[config.mk]
export PLATFORM = sky130hd
export DESIGN_NAME = bcd_serial_addsub
export DESIGN_NICKNAME = d
export VERILOG_FILES = /design/src/rtl/bcd_serial_addsub.sv
export SDC_FILE = /design/constraint.sdc
export NUM_CORES = 1
export LEC_CHECK = 0
export ABC_AREA = 0
export BUFFER_PORTS_ARGS = -buffer_cell sky130_fd_sc_hd__buf_2
export CAP_MARGIN = 20
export CELL_PAD_IN_SITES_DETAIL_PLACEMENT = 1
export CELL_PAD_IN_SITES_GLOBAL_PLACEMENT = 2
export CORE_ASPECT_RATIO = 0.9
export CORE_UTILIZATION = 37
export CTS_CLUSTER_DIAMETER = 30
export DETAILED_ROUTE_END_ITERATION = 16
export PLACE_DENSITY_LB_ADDON = 0.1
export SLEW_MARGIN = 0
export SYNTH_ARGS = -nofsm -noshare
export SYNTH_HDL_FRONTEND = slang
export SYNTH_SLANG_ARGS = --single-unit
[constraint.sdc]
create_clock -name clk -period 5.39 [get_ports clk]
set_input_delay 0 -clock clk [delete_from_list [all_inputs] [get_ports clk]]
set_output_delay 0 -clock clk [all_outputs]
set_load 0.02 [all_outputs]
[src/rtl/bcd_serial_addsub.sv]
// rtl/bcd_serial_addsub.sv - digit-serial packed-BCD adder/subtractor, one digit per clock
module bcd_serial_addsub #(
  parameter int DIGITS = 4
) (
  input  logic                  clk,
  input  logic                  rst_n,
  input  logic                  start,
  input  logic                  sub,
  input  logic [4*DIGITS-1:0]   a,
  input  logic [4*DIGITS-1:0]   b,
  input  logic                  cin,
  output logic [4*DIGITS-1:0]   sum,
  output logic                  cout,
  output logic                  busy,
  output logic                  done,
  output logic                  invalid
);

  localparam int W  = 4 * DIGITS;
  localparam int IW = (DIGITS > 1) ? $clog2(DIGITS) : 1;
  localparam logic [IW-1:0] LAST = IW'(DIGITS - 1);

  localparam logic [1:0] IDLE = 2'd0;
  localparam logic [1:0] RUN  = 2'd1;
  localparam logic [1:0] DONE = 2'd2;

  logic [1:0]    state;
  logic [IW-1:0] idx;
  logic [W-1:0]  a_q;
  logic [W-1:0]  b_q;
  logic [W-1:0]  acc;
  logic          sub_q;
  logic          carry;
  logic          bad;

  logic [3:0]    a_d;
  logic [3:0]    b_d;
  logic [3:0]    bp;
  logic [4:0]    t;
  logic [3:0]    digit;
  logic          carry_nxt;
  logic          bad_nxt;
  logic [W-1:0]  acc_nxt;

  // Operand registers shift right each step, so the current digit is always the low nibble.
  always_comb begin
    a_d       = a_q[3:0];
    b_d       = b_q[3:0];
    bp        = sub_q ? (4'd9 - b_d) : b_d;
    t         = {1'b0, a_d} + {1'b0, bp} + {4'd0, carry};
    digit     = t[3:0];
    carry_nxt = 1'b0;
    if (t > 5'd9) begin
      digit     = t[3:0] + 4'd6;
      carry_nxt = 1'b1;
    end
    bad_nxt   = bad | (a_d > 4'd9) | (b_d > 4'd9);
  end

  generate
    if (DIGITS == 1) begin : g_one
      assign acc_nxt = digit;
    end else begin : g_multi
      assign acc_nxt = {digit, acc[W-1:4]};
    end
  endgenerate

  always_ff @(posedge clk or negedge rst_n) begin
    if (!rst_n) begin
      state   <= IDLE;
      idx     <= '0;
      a_q     <= '0;
      b_q     <= '0;
      acc     <= '0;
      sub_q   <= 1'b0;
      carry   <= 1'b0;
      bad     <= 1'b0;
      sum     <= '0;
      cout    <= 1'b0;
      invalid <= 1'b0;
    end else begin
      case (state)
        IDLE: begin
          if (start) begin
            state <= RUN;
            idx   <= '0;
            a_q   <= a;
            b_q   <= b;
            sub_q <= sub;
            carry <= sub ? 1'b1 : cin;
            bad   <= 1'b0;
          end
        end
        RUN: begin
          a_q   <= a_q >> 4;
          b_q   <= b_q >> 4;
          acc   <= acc_nxt;
          carry <= carry_nxt;
          bad   <= bad_nxt;
          idx   <= idx + IW'(1);
          if (idx == LAST) begin
            state   <= DONE;
            sum     <= acc_nxt;
            cout    <= carry_nxt;
            invalid <= bad_nxt;
          end
        end
        DONE:    state <= IDLE;
        default: state <= IDLE;
      endcase
    end
  end

  assign busy = (state != IDLE);
  assign done = (state == DONE);

endmodule

==> results.sh <==
export IMPL_grt_max_degree=70
export IMPL_synthMuxAreaShare_pct=12.3
export IMPL_p_int_mw=1.54
export IMPL_cts_tree="done"
export IMPL_n_antenna_cell=0
export IMPL_min_period_ns=2.80
export IMPL_clkSinkCount=69
export IMPL_vias=2464
export IMPL_drive_above_1_share_pct=23.9
export IMPL_dp_worst_setup_slack_ns=2.58
export IMPL_dieArea_um2=8980
export IMPL_yosys_warnings=0
export IMPL_ys_seq_area_share_pct=54.2
export IMPL_crit_end="acc[14]"
export IMPL_yosysMostFrequentCell="nand2_1"
export IMPL_yosysTopAreaCell="dfrtp_1"
export IMPL_clockRootBuffer="clkbuf_8"
export IMPL_antenna_left=0
export IMPL_grt_pass1_vias=2530
export IMPL_drt_total_wl_mm=7.40
export IMPL_slowest_delay_ns=0.64
export IMPL_synth_main_ff_cell="dfrtp_1"
export IMPL_fp_coreArea_um2=8180
export IMPL_worstReg2RegEnd="acc[14]"
export IMPL_synth_simple_area_share_pct=13.7
export IMPL_cts_hold_buf=34
export IMPL_cts_buffers=9
export IMPL_arrival_ns=3.03
export IMPL_yosys_area_top_type_share_pct=54.2
export IMPL_fin_tns_setup_ns=0
export IMPL_p_comb_share_pct=49.7
export IMPL_crit_type="flop to flop"
export IMPL_die_w_um=99.8
export IMPL_switching_share_pct=41.7
export IMPL_syn_area_um2=3180
export IMPL_drt_iter0_drc=80
export IMPL_crit_fanout=8
export IMPL_worstSkewPairLatency_ns=0.35
export IMPL_portBuffers=56
export IMPL_pin_count=57
export IMPL_power_switching_mw=1.10
export IMPL_overflow=0
export IMPL_cp_start_kind="flop"
export IMPL_slew_headroom_pct=40.8
export IMPL_post_cts_buffers=0
export IMPL_p_per_area_nw_per_um2=639
export IMPL_wl_per_cell_um=14.2
export IMPL_r2r_start="sub_q"
export IMPL_tightest_slew_ns=0.887
export IMPL_drt_first_pass_iters=4
export IMPL_crit_start="sub_q"
export IMPL_cp_cell_sequence="xnor2_1, fa_1, inv_1, fa_1, inv_1, ha_1, a22o_1, o21a_4, mux2_4"
export IMPL_vdd_drop_max_mv=0.227
export IMPL_rsz0062_at_grt="no"
export IMPL_synth_compound_area_share_pct=11.6
export IMPL_stdcell_area_um2=4130
export IMPL_ctsResizeCount=0
export IMPL_worst_slack_ns=2.59
export IMPL_max_freq_mhz=357
export IMPL_yosys_top_cells_area="dfrtp_1 54%, nand2_1 9.7%, mux2i_1 7.2%"
export IMPL_synth_common_cells="82 x nand2_1, 69 x dfrtp_1, 46 x o21ai_0"
export IMPL_synth_distinct_cells=35
export IMPL_seqPwrFrac_pct=33.5
export IMPL_grt_busiest_layer="met2"
export IMPL_placed_cell_area_um2=3550
export IMPL_grt_total_usage_pct=18.3
export IMPL_worst_path_max_delay_cell="fa_1"
export IMPL_grtUsageMet1_pct=25.2
export IMPL_p_leak_nw=1.97
export IMPL_synth_fp_nets=358
export IMPL_ff2ff_path_depth=9
export IMPL_met2_usage_pct=28.1
export IMPL_postSynthCellCount=313
export IMPL_drv_slew=0
export IMPL_hold_viol_final=0
export IMPL_rows=31
export IMPL_nets=446
export IMPL_status="completed"
export IMPL_synth_top_family_by_area="simple AND/OR/NAND/NOR gates"
export IMPL_die_h_um=90.0
export IMPL_hold_class="primary input to flop"
export IMPL_drc=0
export IMPL_antenna_found_initial=0
export IMPL_cp_end_kind="flop"
export IMPL_synth_seq_cells=69
export IMPL_use_met3_pct=5.44
export IMPL_cp_required_ns=5.62
export IMPL_vias_per_cell=4.73
export IMPL_setup_viol=0
export IMPL_areaGrowthSynthToFinish_pct=29.6
export IMPL_p_clk_share_pct=16.8
export IMPL_avgSynthCellArea_um2=10.2
export IMPL_clockBufferDepth=2
export IMPL_finalClockSkew_ns=0.00889
export IMPL_place_congestion=0.753
export IMPL_initial_utilization_pct=38.9
export IMPL_fillers=920
export IMPL_clkTransAtPathRegs_ns=0.07
export IMPL_fin_crit_sh_pct=52.0
export IMPL_grt_pass1_wl_mm=12.6
export IMPL_cts_max_level=3
export IMPL_dp_final_hpwl_mm=4.66
export IMPL_synthAdderAreaFrac_pct=3.62
export IMPL_synthXorXnorAreaFrac_pct=1.10
export IMPL_synth_edf_count=0
export IMPL_r2r_slack_ns=2.59
export IMPL_async_reset_ff_share_pct=100
export IMPL_cap_violations=0
[layout by cell type, fill, tap and decap left out, types with 3 or more instances in the layout]
cell and instances:
buf_2 56, dfrtp_1 69, buf_4 3, dlygate4sd3_1 34, inv_1 7, xnor2_1 4
mux2i_1 23, ha_1 6, nand2_1 82, a21oi_1 8, nor2_1 8, mux2_2 13
clkbuf_8 11, o21ai_0 46
[cells by family after synthesis]
logic type                 after synthesis
DFF                                     69
adders and majority gates                8
xor gates and xnor gates                 4
muxes                                   37
AOI/OAI and AO/OA                       66
buffers and inverters                   24
and+or+nand+nor                        105
[state kept, by name, indices dropped and copies added, names as in the netlist]
register / cells
a_q: 16
b_q: 16
sum: 16
acc: 12
idx: 2
state: 2
bad: 1
carry: 1
cout: 1
invalid: 1
sub_q: 1
[final cells by class]
cell class	instances	area, um2	area share, %
clock inverters	5	58.8	1.43
multi-input cells	220	1360	32.8
repair buffers	94	663	16.1
clock buffers	11	151	3.67
flip-flops and latches	69	1730	41.9
inverters	7	26.3	0.637
well taps	115	144	3.49
[worst max-delay path: cells and delay by family (launching register included)]
family,cells,cell delay (ns)
buffers and inverters,2,0.14
AO/OA/AOI/OAI,2,0.53
XOR/XNOR,1,0.22
flip-flops,1,0.44
multiplexers,1,0.29
adder cells (fa/ha/maj),3,1.07
[per-stage QoR]
step / std cells / power [mW] / util (%) / hold WS [ns]
4_1_cts: 520 / 2.67 / 50.2 / 0.0848
3_3_place_gp: 470 / 2.15 / 43.4 / 0.202
5_1_grt: 521 / 2.87 / 50.4 / 0.0921
6_report: 521 / 2.64 / 50.4 / 0.0883
2_1_floorplan: 313 / 1.86 / - / -0.296
3_5_place_dp: 470 / 2.19 / 43.4 / 0.211
[layer usage]
| layer | share of wire, % | vias up | wire length [um] |
|---|---|---|---|
| met1 | 49 | 1189 | 3640 |
| li1 | - | 1231 | - |
| met4 | 1.0 | 0 | 74 |
| met3 | 3.2 | 6 | 237 |
| met5 | 0 | - | 0 |
| met2 | 47 | 38 | 3450 |
[power groups by stage]
| stage | Combinational (mW) | Sequential, mW | Clock, mW |
|---|---|---|---|
| floorplan | 0.931 | 0.925 | 0 |
| global placement | 1.27 | 0.889 | 0 |
| detailed placement | 1.30 | 0.895 | 0 |
| CTS | 1.32 | 0.886 | 0.458 |
| global route | 1.47 | 0.917 | 0.478 |
| finish | 1.31 | 0.883 | 0.442 |
[worst min path at each step]
stage           from  endpoint  cells after the start
2_1_floorplan  rst_n    a_q[0]                      0
4_1_cts          cin     carry                      5
3_3_place_gp   a[12]   a_q[12]                      3
5_1_grt          cin     carry                      5
3_5_place_dp   b[15]   b_q[15]                      3
6_report         cin     carry                      5
(Power assumes the default switching activity.)
